## src/rtl/oled_pkg.sv

```systemverilog
// ----------------------------------------------------------------------------
// oled_pkg
// Shared definitions for the SSD1331 PmodOLED frame path: panel geometry,
// address-window command opcodes, frame FSM states, SPI word sizes and the
// RGB565 palette used by the screen blocks.
// ----------------------------------------------------------------------------
package oled_pkg;

    localparam int unsigned OLED_WIDTH  = 96;
    localparam int unsigned OLED_HEIGHT = 64;

    localparam logic [7:0] CMD_SET_COL = 8'h15;
    localparam logic [7:0] CMD_SET_ROW = 8'h75;

    localparam int unsigned CMD_BYTES = 6;
    localparam logic [4:0]  CMD_NBITS = 5'd8;
    localparam logic [4:0]  PIX_NBITS = 5'd16;

    typedef enum logic [1:0] {
        IDLE,
        CMD,
        PIX,
        DONE
    } oled_state_t;

    // RGB565 palette
    localparam logic [15:0] RGB565_BLACK   = 16'h0000;
    localparam logic [15:0] RGB565_WHITE   = 16'hFFFF;
    localparam logic [15:0] RGB565_RED     = 16'hF800;
    localparam logic [15:0] RGB565_GREEN   = 16'h07E0;
    localparam logic [15:0] RGB565_BLUE    = 16'h001F;
    localparam logic [15:0] RGB565_YELLOW  = 16'hFFE0;
    localparam logic [15:0] RGB565_CYAN    = 16'h07FF;
    localparam logic [15:0] RGB565_MAGENTA = 16'hF81F;

    // Address-window burst: column range 0..last_col, then row range 0..last_row.
    function automatic logic [7:0] cmd_byte(input logic [2:0] idx,
                                            input logic [7:0] last_col,
                                            input logic [7:0] last_row);
        logic [7:0] b;
        b = 8'h00;
        case (idx)
            3'd0:    b = CMD_SET_COL;
            3'd1:    b = 8'h00;
            3'd2:    b = last_col;
            3'd3:    b = CMD_SET_ROW;
            3'd4:    b = 8'h00;
            3'd5:    b = last_row;
            default: b = 8'h00;
        endcase
        return b;
    endfunction

endpackage

```

## src/rtl/oled_spi_shifter.sv

```systemverilog
// ----------------------------------------------------------------------------
// oled_spi_shifter
// MSB-first SPI serializer, two clk cycles per bit: phase A drives sclk low
// with the new bit on sdin, phase B raises sclk for the display to sample.
//   i_clk, i_rst_n : clock, async active-low reset
//   i_load         : start a new word (takes priority; may coincide with o_last)
//   i_word         : word to send; 8-bit words use the low byte
//   i_nbits        : word length, 8 or 16
//   o_sclk, o_sdin : registered SPI pins
//   o_last         : high in the final cycle (phase B of the last bit) of a word
// ----------------------------------------------------------------------------
module oled_spi_shifter (
    input  logic        i_clk,
    input  logic        i_rst_n,
    input  logic        i_load,
    input  logic [15:0] i_word,
    input  logic [4:0]  i_nbits,
    output logic        o_sclk,
    output logic        o_sdin,
    output logic        o_last
);
    logic [15:0] r_shift;
    logic [3:0]  r_cnt;
    logic        r_phase;
    logic        r_active;
    logic        r_sclk;

    assign o_last = r_active & r_phase & (r_cnt == '0);
    assign o_sclk = r_sclk;
    // Current bit always sits in the top position, so sdin is a register bit.
    assign o_sdin = r_shift[15];

    always_ff @(posedge i_clk or negedge i_rst_n) begin
        if (!i_rst_n) begin
            r_shift  <= '0;
            r_cnt    <= '0;
            r_phase  <= 1'b0;
            r_active <= 1'b0;
            r_sclk   <= 1'b1;
        end else if (i_load) begin
            r_shift  <= (i_nbits == 5'd8) ? {i_word[7:0], 8'h00} : i_word;
            r_cnt    <= 4'(i_nbits - 5'd1);
            r_phase  <= 1'b0;
            r_active <= 1'b1;
            r_sclk   <= 1'b0;
        end else if (r_active) begin
            if (!r_phase) begin
                r_phase <= 1'b1;
                r_sclk  <= 1'b1;
            end else if (r_cnt == '0) begin
                // End of word with nothing queued: park with sclk high and
                // sdin held, so sdin never moves while sclk is high.
                r_phase  <= 1'b0;
                r_active <= 1'b0;
            end else begin
                r_phase <= 1'b0;
                r_sclk  <= 1'b0;
                r_shift <= {r_shift[14:0], 1'b0};
                r_cnt   <= r_cnt - 4'd1;
            end
        end
    end

endmodule

```

## src/rtl/oled_frame_streamer.sv

```systemverilog
// ----------------------------------------------------------------------------
// oled_frame_streamer
// Streams one full frame to the SSD1331 over 4-wire SPI: a 6-byte
// address-window command burst (dc=0) followed by WIDTH*HEIGHT RGB565 words
// (dc=1), row-major. Drives x/y to the screen blocks and samples oled_data
// when each word is loaded.
//   i_clk, i_rst_n      : clock (also the SPI bit clock source), async reset
//   i_start             : one-cycle frame request, honoured only in IDLE
//   i_oled_data         : colour for the pixel at o_x/o_y
//   o_x, o_y            : next pixel to fetch
//   o_cs_n, o_sclk,
//   o_sdin, o_dc        : SPI pins (all registered)
//   o_busy              : frame in progress (CMD or PIX)
//   o_frame_done        : one-cycle pulse in the cycle after the last bit
// ----------------------------------------------------------------------------
module oled_frame_streamer
    import oled_pkg::*;
#(
    parameter int unsigned WIDTH  = OLED_WIDTH,
    parameter int unsigned HEIGHT = OLED_HEIGHT
) (
    input  logic        i_clk,
    input  logic        i_rst_n,
    input  logic        i_start,
    input  logic [15:0] i_oled_data,
    output logic [6:0]  o_x,
    output logic [5:0]  o_y,
    output logic        o_cs_n,
    output logic        o_sclk,
    output logic        o_sdin,
    output logic        o_dc,
    output logic        o_busy,
    output logic        o_frame_done
);
    localparam logic [6:0] X_LAST   = 7'(WIDTH - 1);
    localparam logic [5:0] Y_LAST   = 6'(HEIGHT - 1);
    localparam logic [7:0] COL_LAST = 8'(WIDTH - 1);
    localparam logic [7:0] ROW_LAST = 8'(HEIGHT - 1);
    localparam logic [2:0] CMD_LAST = 3'(CMD_BYTES - 1);

    oled_state_t r_state;
    oled_state_t w_next;

    logic [2:0]  r_cmd_idx;
    logic [2:0]  w_cmd_idx_nxt;
    logic [6:0]  r_x;
    logic [5:0]  r_y;
    logic        r_cs_n;
    logic        r_dc;
    logic        r_busy;
    logic        r_frame_done;

    logic        w_load;
    logic [15:0] w_word;
    logic [4:0]  w_nbits;
    logic        w_advance;
    logic        w_last;
    logic        w_frame_end;
    logic        w_active_next;

    // x/y only return to the origin once the final pixel has been loaded,
    // so reaching the end of a word in PIX with x/y at (0,0) ends the frame.
    assign w_frame_end   = (r_x == '0) && (r_y == '0);
    assign w_active_next = (w_next == CMD) || (w_next == PIX);

    always_comb begin
        w_next        = r_state;
        w_load        = 1'b0;
        w_word        = '0;
        w_nbits       = CMD_NBITS;
        w_advance     = 1'b0;
        w_cmd_idx_nxt = r_cmd_idx;
        case (r_state)
            IDLE: begin
                if (i_start) begin
                    w_next        = CMD;
                    w_load        = 1'b1;
                    w_cmd_idx_nxt = '0;
                    w_word        = {8'h00, cmd_byte(3'd0, COL_LAST, ROW_LAST)};
                end
            end
            CMD: begin
                if (w_last) begin
                    w_load = 1'b1;
                    if (r_cmd_idx == CMD_LAST) begin
                        w_next    = PIX;
                        w_word    = i_oled_data;
                        w_nbits   = PIX_NBITS;
                        w_advance = 1'b1;
                    end else begin
                        w_cmd_idx_nxt = r_cmd_idx + 3'd1;
                        w_word        = {8'h00, cmd_byte(r_cmd_idx + 3'd1, COL_LAST, ROW_LAST)};
                    end
                end
            end
            PIX: begin
                if (w_last) begin
                    if (w_frame_end) begin
                        w_next = DONE;
                    end else begin
                        w_load    = 1'b1;
                        w_word    = i_oled_data;
                        w_nbits   = PIX_NBITS;
                        w_advance = 1'b1;
                    end
                end
            end
            DONE:    w_next = IDLE;
            default: w_next = IDLE;
        endcase
    end

    always_ff @(posedge i_clk or negedge i_rst_n) begin
        if (!i_rst_n) begin
            r_state <= IDLE;
        end else begin
            r_state <= w_next;
        end
    end

    // Pin-level status is registered from the next state so it lines up
    // with the state it describes without a combinational path to the pins.
    always_ff @(posedge i_clk or negedge i_rst_n) begin
        if (!i_rst_n) begin
            r_cmd_idx    <= '0;
            r_x          <= '0;
            r_y          <= '0;
            r_cs_n       <= 1'b1;
            r_dc         <= 1'b0;
            r_busy       <= 1'b0;
            r_frame_done <= 1'b0;
        end else begin
            r_cmd_idx    <= w_cmd_idx_nxt;
            r_cs_n       <= ~w_active_next;
            r_busy       <= w_active_next;
            r_dc         <= (w_next == PIX);
            r_frame_done <= (w_next == DONE);
            if (w_advance) begin
                if (r_x == X_LAST) begin
                    r_x <= '0;
                    r_y <= (r_y == Y_LAST) ? '0 : r_y + 6'd1;
                end else begin
                    r_x <= r_x + 7'd1;
                end
            end
        end
    end

    oled_spi_shifter u_shifter (
        .i_clk   (i_clk),
        .i_rst_n (i_rst_n),
        .i_load  (w_load),
        .i_word  (w_word),
        .i_nbits (w_nbits),
        .o_sclk  (o_sclk),
        .o_sdin  (o_sdin),
        .o_last  (w_last)
    );

    assign o_x          = r_x;
    assign o_y          = r_y;
    assign o_cs_n       = r_cs_n;
    assign o_dc         = r_dc;
    assign o_busy       = r_busy;
    assign o_frame_done = r_frame_done;

endmodule

```

## config.mk

```make
export PLATFORM = sky130hd
export DESIGN_NAME = oled_frame_streamer
export DESIGN_NICKNAME = d
export VERILOG_FILES = /design/src/rtl/oled_pkg.sv /design/src/rtl/oled_spi_shifter.sv /design/src/rtl/oled_frame_streamer.sv
export SDC_FILE = /design/constraint.sdc
export NUM_CORES = 1
export LEC_CHECK = 0
export ABC_CLOCK_PERIOD_IN_PS = 2800
export CAP_MARGIN = 15
export CORE_ASPECT_RATIO = 0.6
export CORE_MARGIN = 2
export CORE_UTILIZATION = 30
export DETAILED_ROUTE_END_ITERATION = 8
export GPL_ROUTABILITY_DRIVEN = 0
export GPL_TIMING_DRIVEN = 0
export PLACE_DENSITY = 0.54
export RECOVER_POWER = 50
export SKIP_CTS_REPAIR_TIMING = 1
export SYNTH_ARGS = -nofsm -noshare
export SYNTH_HDL_FRONTEND = slang
export SYNTH_SLANG_ARGS = --single-unit
```

## constraint.sdc

```tcl
create_clock -name i_clk -period 2.8 [get_ports i_clk]
set_input_delay 0.42 -clock i_clk [delete_from_list [all_inputs] [get_ports i_clk]]
set_output_delay 0.42 -clock i_clk [all_outputs]
set_load 0.1 [all_outputs]
```

### Word level (Yosys, flattened, before mapping)

Index checks and enable logic that the tools add are counted.
Widths: inputs -> output; s select.

| cells by class | value |
|---|---|
| equality and inequality tests | 18 |
| bitwise operators | 3 |
| add/subtract/negate cells | 5 |
| muxes and demuxes | 52 |
| reduce and logical (&&, ||, !) cells | 14 |

Operator list:

| operator | count |
|---|---|
| $mux 16 | 9 |
| $pmux 16 s3 | 1 |
| $pmux 7 s4 | 1 |
| $mux 5 | 5 |
| $mux 1 | 17 |
| $mux 4 | 4 |
| $mux 2 | 5 |
| $pmux 5 s2 | 1 |
| $mux 3 | 3 |
| $eq 2x2->1 const B | 4 |
| $pmux 2 s4 | 1 |
| $sub 4x1->4 const B | 2 |
| $add 7x1->7 const B | 1 |
| $eq 7x7->1 const B | 1 |
| $logic_not 7->1 | 1 |
| $mux 7 | 1 |
| $add 6x1->6 const B | 1 |
| $eq 3x2->1 const B | 2 |
| $eq 3x3->1 const B | 2 |
| $eq 6x6->1 const B | 1 |
| $logic_not 6->1 | 1 |
| $mux 6 | 1 |
| $pmux 3 s2 | 1 |
| $reduce_bool 2->1 | 3 |
| 18 further kinds | 23 |

| word-level totals | value |
|---|---|
| bits of input ports | 19 |
| output and inout port bits | 19 |
| flip-flop bits (word level) | 45 |
| logic and storage cells | 105 |

### Logic depth before layout (Yosys ltp)

Gate-level depths: netlist (run 1).

| depth | value |
|---|---|
| word-level depth | 8 |
| depth in mapped cells | 11 |
| gate-level depth less buffers | 10 |

### Modules after synthesis

A second synthesis (run 1) with hierarchy kept.

| unflattened totals | value |
|---|---|
| cells, all modules | 348 |
| area total of the unflattened synthesis | 3119.2 sq um |

Modules (own cells, without submodules):

| module | area an instance (sq um) | seq. area each (sq um) | cells an instance | instances |
|---|---|---|---|---|
| oled_frame_streamer | 1696.6 | 551.8 | 194 | 1 |
| oled_spi_shifter | 1422.6 | 576.8 | 154 | 1 |

### Worst setup path before layout (run 1)

No wires, ideal clock.

| path | value |
|---|---|
| path type | reg2reg |
| start point | register r_x[0], in the netlist o_x[0] |
| end point | register r_y[4], in the netlist o_y[4] |
| required time | 2.639 ns |
| period minus slack after synthesis | 2.811 ns |
| stages on the path, launching flop included | 10 |
| buffers on the path | 1 |
| slack | -0.011 ns |
| data arrival time | 2.650 ns |
| setup time | 0.161 ns |
| cell sequence | dfrtp_1 -> inv_1 -> ha_1 -> nor3b_1 -> a31o_2 -> a21boi_2 -> and2_0 -> buf_2 -> nand4_1 -> xnor2_1 |

| on the way | value |
|---|---|
| longest elaborated chain between the ends | 6 |
| elaborated cells on any way between the ends | 7 |
| classes of those cells | 1 x eq/ne; 3 x mux; 3 x reduce/logical |

RTL lines:

| what | line | text |
|---|---|---|
| from (decl) | oled_frame_streamer.sv:46 | `logic [6:0] r_x;` |
| from (signal assigned) | oled_frame_streamer.sv:143 | `r_x <= r_x + 7'd1;` |
| $logic_not 7->1 | oled_frame_streamer.sv:63 | `assign w_frame_end = (r_x == '0) && (r_y == '0);` |
| $logic_and 1x1->1 | oled_frame_streamer.sv:63 |  |
| $mux 1 | oled_frame_streamer.sv:98 | `if (w_frame_end) begin` |
| $mux 1 | oled_frame_streamer.sv:97 | `if (w_last) begin` |
| $pmux 1 s2 | oled_frame_streamer.sv:73 | `case (r_state)` |
| $reduce_and 2->1 (no line) (*) | -- |  |
| to (signal assigned) | oled_frame_streamer.sv:141 | `r_y <= (r_y == Y_LAST) ? '0 : r_y + 6'd1;` |
| to (decl) | oled_frame_streamer.sv:47 | `logic [5:0] r_y;` |

Every way passes the cells marked *; elsewhere a longest branch is shown, timed or not.
A chain may end at the register's enable or synchronous reset.

### Worst setup path in the final report (run 1)

| path | value |
|---|---|
| start point | register u_shifter.r_cnt[2] |
| end point | register u_shifter.r_shift[12] |

| on the way | value |
|---|---|
| longest elaborated chain between the ends | 7 |
| elaborated cells on any way between the ends | 18 |
| classes of those cells | 2 x eq/ne; 11 x mux; 1 x bitwise; 4 x reduce/logical |

RTL lines:

| what | line | text |
|---|---|---|
| from (decl) | oled_spi_shifter.sv:23 | `logic [3:0] r_cnt;` |
| from (signal assigned) | oled_spi_shifter.sv:42 | `r_cnt <= 4'(i_nbits - 5'd1);` |
| from (signal assigned) | oled_spi_shifter.sv:59 | `r_cnt <= r_cnt - 4'd1;` |
| $logic_not 4->1 (*) | oled_spi_shifter.sv:28, oled_spi_shifter.sv:50 |  |
| $and 1x1->1 | oled_spi_shifter.sv:28 | `assign o_last = r_active & r_phase & (r_cnt == '0);` |
| $mux 5, on equally long branches | oled_frame_streamer.sv:97, oled_frame_streamer.sv:83 |  |
| $pmux 5 s2 | oled_frame_streamer.sv:73 |  |
| $eq 5x4->1 | oled_spi_shifter.sv:41 | `r_shift <= (i_nbits == 5'd8) ? {i_word[7:0], 8'h00} : i_word;` |
| $mux 16 | oled_spi_shifter.sv:41 |  |
| $mux 16 | oled_spi_shifter.sv:40 | `end else if (i_load) begin` |
| to (signal assigned) | oled_spi_shifter.sv:41 |  |
| to (signal assigned) | oled_spi_shifter.sv:58 | `r_shift <= {r_shift[14:0], 1'b0};` |
| to (decl) | oled_spi_shifter.sv:22 | `logic [15:0] r_shift;` |

Marked as above.

==> results.py, run 1 <==
metrics = {
    "run_status": {
        "outcome": "finished clean",
    },
    "yosys": {
        "synth_seq_cells": 45,
        "ys_types": 64,
        "synth_warnings": 0,
        "synthCells": 302,
        "ys_seq_area_frac": 0.402,
        "async_flop_share": 1.00,
        "avgSynthCellArea_um2": 9.31,
        "synth_area_mm2": 0.00281,
        "syn_nets": 338,
        "synth_ff_type": "dfrtp_1",
        "synth_edf_count": 0,
    },
    "sta": {
        "drv_slew": 0,
        "rsz0062_at_grt": "false",
        "skew_ps": 6.77,
        "min_period_ps": 2510,
        "setup_violations": 0,
        "tightest_slew_ps": 978,
        "fin_crit_sh": 0.896,
        "relSlewSlack": 0.346,
        "finalHoldViolations": 0,
        "fmaxAchievable_mhz": 399,
    },
    "placed_design": {
        "dp_cells": 456,
        "portBuffers": 37,
        "hpwl_um": 5540,
    },
    "critical_path": {
        "crit_type": "register to register",
        "crit_fanout": 8,
        "critPathLaunchType": "register",
        "worstPathArrival_ps": 2730,
        "required_ps": 3020,
        "critPathCaptureType": "register",
    },
    "clock_network": {
        "clockRootBuffer": "clkbuf_16",
        "insertion_delay_ps": 290,
        "cts_buffers": 5,
        "clk_pin_slew_worst_paths_ps": 60,
        "tritoncts": "built",
        "clockBufferDepth": 2,
        "cts.sinks": 45,
        "htree_levels": 2,
    },
    "finish": {
        "synthToLayoutAreaGrowth_pct": 25.4,
        "fin_util": 0.386,
        "fin_cells": 471,
        "layout.nets": 390,
        "fill_cells": 934,
        "antennaDiodeCount": 0,
        "drive_gt1_frac": 0.110,
    },
    "die": {
        "die_area_mm2": 0.0102,
        "core_area_mm2": 0.00912,
        "initial_core_util": 0.308,
        "pin_count": 38,
        "rows": 27,
        "die_w_um": 129,
        "fp.dieH_um": 79.0,
    },
    "pwr": {
        "ir_drop_v": 0.000216,
        "p_comb_frac": 0.034,
        "clockPowerShare": 0.453,
        "p_per_area_mw_per_mm2": 360,
        "internal_power_uw": 1010,
        "p_sw_uw": 262,
        "swShare": 0.207,
        "p_leak_uw": 0.00154,
        "seq_power_share": 0.513,
    },
    "drt": {
        "routed_wl_um": 7290,
        "ant_nets": 0,
        "wl_per_cell_um": 15.5,
        "vias": 2504,
        "drt_first_pass_iters": 6,
        "first_iter_violations": 115,
        "drc": 0,
        "viasPerCell": 5.32,
    },
    "global_route": {
        "grt_pass1_vias": 2294,
        "grt_pass1_wl_um": 11800,
        "grt_max_degree": 37,
        "antenna_found_initial": 0,
        "grtUsageTotal": 0.150,
        "grt_overflow_total": 0,
    },
    "run": {
        "cap_violations": 0,
    },
    "hold_path": {
        "hold_class": "register to register",
    },
}
[final timing paths]
path	from	end	slack (ps)	cells past startpoint
max in group asynchronous	i_rst_n	u_shifter.r_active$_DFF_PN0_	880	3
worst min register to register	u_shifter.o_sclk$_DFFE_PN1P_	u_shifter.o_sclk$_DFFE_PN1P_	530	2
worst max register to register	u_shifter.r_cnt[2]$_DFFE_PN0P_	u_shifter.r_shift[12]$_DFFE_PN0P_	290	6
min in group asynchronous	i_rst_n	o_y[5]$_DFFE_PN0P_	610	2
worst min-delay path	u_shifter.o_sclk$_DFFE_PN1P_	u_shifter.o_sclk$_DFFE_PN1P_	530	2
worst max-delay path	u_shifter.r_cnt[2]$_DFFE_PN0P_	u_shifter.r_shift[12]$_DFFE_PN0P_	290	6
[stage by stage]
stage          instance area, um^2  total power, uW  setup slack, ps  setup TNS (ps)  hold slack [ps]
3_5_place_dp                  3340              709            -28.1           -28.1              305
3_3_place_gp                  3330              707             -239           -3100              517
6_report                      3520             1270              293               0              533
4_1_cts                       3480             1290            -40.1           -40.1             1.39
5_1_grt                       3520             1340             34.7               0              565
2_1_floorplan                 2810              664             4.54               0              124
[layout make-up]
| class | count | area, um^2 | share of cell area |
|---|---|---|---|
| plain buffers | 11 | 73.8 | 0.0210 |
| clock buffers | 8 | 136 | 0.0387 |
| inverters | 15 | 56.3 | 0.0160 |
| multi-input cells | 231 | 1560 | 0.442 |
| flip-flops and latches | 45 | 1130 | 0.321 |
| well taps | 116 | 145 | 0.0412 |
| repair buffers | 45 | 424 | 0.120 |
[cells in the mapped netlist, drive strengths merged, types with 3 or more instances]
master | instances | share of area
a21oi | 23 | 0.041
a22o | 3 | 0.0094
a22oi | 3 | 0.0098
a31oi | 3 | 0.0067
and2 | 5 | 0.012
buf | 6 | 0.012
clkbuf | 5 | 0.014
dfrtp | 43 | 0.38
ha | 17 | 0.076
inv | 15 | 0.020
mux2 | 3 | 0.012
mux2i | 9 | 0.032
nand2 | 46 | 0.061
nand2b | 3 | 0.0067
nand3 | 8 | 0.016
nand4 | 3 | 0.0067
nor2 | 19 | 0.025
nor2b | 4 | 0.0089
nor3 | 4 | 0.0071
nor4 | 4 | 0.016
nor4b | 3 | 0.0094
o21ai | 24 | 0.043
o22ai | 3 | 0.0067
o41ai | 3 | 0.016
xnor2 | 5 | 0.016
[critical path, stage by stage, from the launching register on]
cell and delay [ps]:
dfrtp_1 430, or4_1 550, buf_6 170, nor3_1 380, a22oi_1 200, o21ai_0 470, a221o_1 250
[cell usage in the layout (no fill, tap or decap), types with 3 or more instances in the layout]
cell,synthesis,layout
clkdlybuf4s50_1,0,34
mux2i_1,9,9
o21ai_0,20,20
clkbuf_1,3,7
mux2_2,3,3
ha_1,17,17
nor3_1,4,4
nor2_1,19,19
nand2b_1,3,3
clkbuf_16,0,5
buf_4,0,6
and2_1,3,3
a21oi_1,23,23
nand4_1,3,3
o22ai_1,3,3
dfrtp_1,43,42
dlygate4sd3_1,0,3
inv_1,15,15
nand3_1,7,7
a31oi_1,3,3
buf_2,4,4
o21ai_1,4,4
nand2_1,46,46
xnor2_1,5,5
nor2b_1,4,4
a22o_1,3,3
[flip-flops by register name, summed over array words and instances, names as in the netlist]
signal	count
u_shifter.r_phase	1
u_shifter.r_active	1
o_frame_done	1
u_shifter.r_cnt	4
o_dc	1
r_cmd_idx	3
o_x	7
u_shifter.o_sclk	1
o_busy	1
o_y	6
u_shifter.r_shift	16
r_state	2
o_cs_n	1
[power by group through the flow]
stage | logic, uW | registers (uW) | clock network, uW
after floorplan | 1.85 | 662 | 0
after global placement | 44.4 | 662 | 0
after detailed placement | 47.1 | 662 | 0
after CTS | 47.4 | 650 | 590
after global routing | 48.2 | 649 | 638
final | 43.5 | 650 | 575
[kinds of logic after synthesis]
kind of cell             after synthesis  synth area share
multiplexers                          12            0.0441
AND/OR/NAND/NOR                      108             0.194
adder cells (fa/ha/maj)               17            0.0757
AO/OA/AOI/OAI                         87             0.217
buffers and inverters                 26            0.0463
flip-flops                            45             0.402
XOR/XNOR                               7            0.0218
[metal layers]
metal  vias to the layer above  share of wire  GRT usage
met3                         6          0.046     0.0377
met4                         0         0.0096     0.0326
met1                      1234           0.53      0.228
li1                       1202              -          -
met2                        62           0.42      0.212
met5                         -              0          0
Note: power is estimated with default switching activity, not from simulation.
==> run 2: changes to the inputs <==
--- a/config.mk
+++ b/config.mk
@@ -6,16 +6,17 @@
 export NUM_CORES = 1
 export LEC_CHECK = 0
 export ABC_CLOCK_PERIOD_IN_PS = 2800
-export CAP_MARGIN = 15
+export CAP_MARGIN = 10
 export CORE_ASPECT_RATIO = 0.6
 export CORE_MARGIN = 2
-export CORE_UTILIZATION = 30
+export CORE_UTILIZATION = 50
 export DETAILED_ROUTE_END_ITERATION = 8
 export GPL_ROUTABILITY_DRIVEN = 0
 export GPL_TIMING_DRIVEN = 0
-export PLACE_DENSITY = 0.54
+export PLACE_DENSITY = 0.79
 export RECOVER_POWER = 50
 export SKIP_CTS_REPAIR_TIMING = 1
 export SYNTH_ARGS = -nofsm -noshare
 export SYNTH_HDL_FRONTEND = slang
 export SYNTH_SLANG_ARGS = --single-unit
+export TNS_END_PERCENT = 100
==> results.py, run 2 (same netlist as run 1, synthesis figures left out) <==
metrics = {
    "critical_path": {
        "worstPathArrival_ps": 2770,
        "worst_path_most_repeated_cell": "ha_1",
        "slowest_delay_ps": 450,
        "critPathLaunchType": "register",
        "r2r-start": "o_y[1]$_DFFE_PN0P_",
        "required_ps": 3030,
        "crit_type": "register to register",
        "critPathLaunch": "o_y[1]$_DFFE_PN0P_",
        "crit_fanout": 10,
        "critPathCaptureType": "register",
        "critPathSlowestCell": "dfrtp_1",
        "worstPathCellList": "inv_1 > ha_1 > nor4b_2 > nand3_2 > a22oi_2 > buf_2 > nand2_1 > ha_1 > nand3_1 > nor2_1 > nor3_1",
    },
    "clock_network": {
        "clockRootBuffer": "clkbuf_8",
        "tritoncts": "built",
        "htree_levels": 2,
        "clk_pin_slew_worst_paths_ps": 90,
        "clockBufferDepth": 2,
        "cts.sinks": 45,
        "insertion_delay_ps": 310,
        "cts_buffers": 5,
    },
    "drt": {
        "routed_wl_um": 6800,
        "wl_met3_um": 491,
        "wl_met2_um": 2810,
        "ant_nets": 0,
        "drt_first_pass_iters": 5,
        "first_iter_violations": 235,
        "drc": 0,
        "wl_per_cell_um": 16.2,
        "met1_length_um": 3390,
        "vias": 2492,
        "routed.top_layer": "met4",
        "viasPerCell": 5.95,
    },
    "placed_design": {
        "dpl_cell_area_mm2": 0.00328,
        "place_ws_ps": -142,
        "hpwl_um": 5040,
        "portBuffers": 37,
    },
    "sta": {
        "skew_ps": 14.3,
        "fin_crit_sh": 0.911,
        "fmaxAchievable_mhz": 392,
        "rsz0062_at_grt": "false",
        "tightest_slew_ps": 1600,
        "tns_ps": 0,
        "drv_slew": 31,
        "relSlewSlack": -0.0684,
        "timing.hold.ws_ps": 165,
        "min_period_ps": 2550,
        "finalHoldViolations": 0,
        "setup_violations": 0,
        "setup_slack_ps": 250,
    },
    "finish": {
        "layout_common_cells": "nand2_1 (46), dfrtp_1 (42), clkdlybuf4s50_1 (34), a21oi_1 (23), o21ai_0 (20)",
        "finish.instance_area_mm2": 0.00340,
        "synthToLayoutAreaGrowth_pct": 21.0,
        "layout.nets": 385,
        "antennaDiodeCount": 0,
        "final_common_cell": "nand2_1",
        "drive_gt1_frac": 0.103,
        "regMostFlops": "u_shifter.r_shift",
        "fin_util": 0.619,
        "largest_reg_flops": 16,
    },
    "die": {
        "pin_count": 38,
        "rows": 21,
        "core_area_mm2": 0.00549,
        "initial_core_util": 0.512,
        "fp.dieH_um": 62.1,
        "die_w_um": 101,
        "die_area_mm2": 0.00626,
    },
    "global_route": {
        "grt_pass1_wl_um": 10800,
        "grtUsageTotal": 0.228,
        "grt_overflow_total": 0,
        "grt_pass1_vias": 2261,
        "grt_max_degree": 31,
        "antenna_found_initial": 0,
    },
    "hold_path": {
        "hold_class": "primary input to async pin",
    },
    "pwr": {
        "ir_drop_v": 0.000191,
        "p_leak_uw": 0.00149,
        "p_per_area_mw_per_mm2": 359,
    },
    "run_status": {
        "outcome": "finished with violations",
        "violations": "capacitance limit, slew limit",
    },
    "run": {
        "cap_violations": 1,
    },
}
[run 2: area by class of cell]
type                            count  area [um^2]
Multi-Input combinational cell    231         1560
Sequential cell                    45         1130
Buffer                             11         66.3
Inverter                           15         56.3
Fill cell                         461         2090
Timing Repair Buffer               40          383
Clock buffer                        6         82.6
Clock inverter                      2         37.5
Tap cell                           69         86.3
[run 2: per-stage QoR]
stage	instances	power (uW)
2_1_floorplan	302	664
3_3_place_gp	408	705
3_5_place_dp	409	708
4_1_cts	417	1230
5_1_grt	419	1260
6_report	419	1220
[run 2: final timing paths]
check	end	slack (ps)	cells past startpoint
max	u_shifter.r_cnt[2]$_DFFE_PN0P_	250	11
max reg2reg	u_shifter.r_cnt[2]$_DFFE_PN0P_	250	11
max in group asynchronous	u_shifter.r_shift[0]$_DFFE_PN0P_	660	2
min reg2reg	u_shifter.o_sclk$_DFFE_PN1P_	530	2
min	o_y[2]$_DFFE_PN0P_	170	1
min in group i_clk	u_shifter.o_sclk$_DFFE_PN1P_	530	2
[run 2: power by group]
part / internal (uW) / total [uW] / switching (uW)
sequential: 649 / 649 / 0
clock: 290 / 529 / 238
combinational: 22.5 / 41.5 / 19.0
total: 962 / 1220 / 257
[run 2: per-layer routing]
metal  up-vias  global-route usage
met1      1205               0.333
li1       1183                   -
met4         0               0.106
met5         -                   0
met2        90               0.322
met3        14              0.0537
[run 2: critical path: cells and delay by family, from the launching register on]
family | cells | cell delay, ps
simple gates | 6 | 990
flops | 1 | 450
buf+inv | 2 | 390
fa+ha+maj | 2 | 360
compound gates | 1 | 270
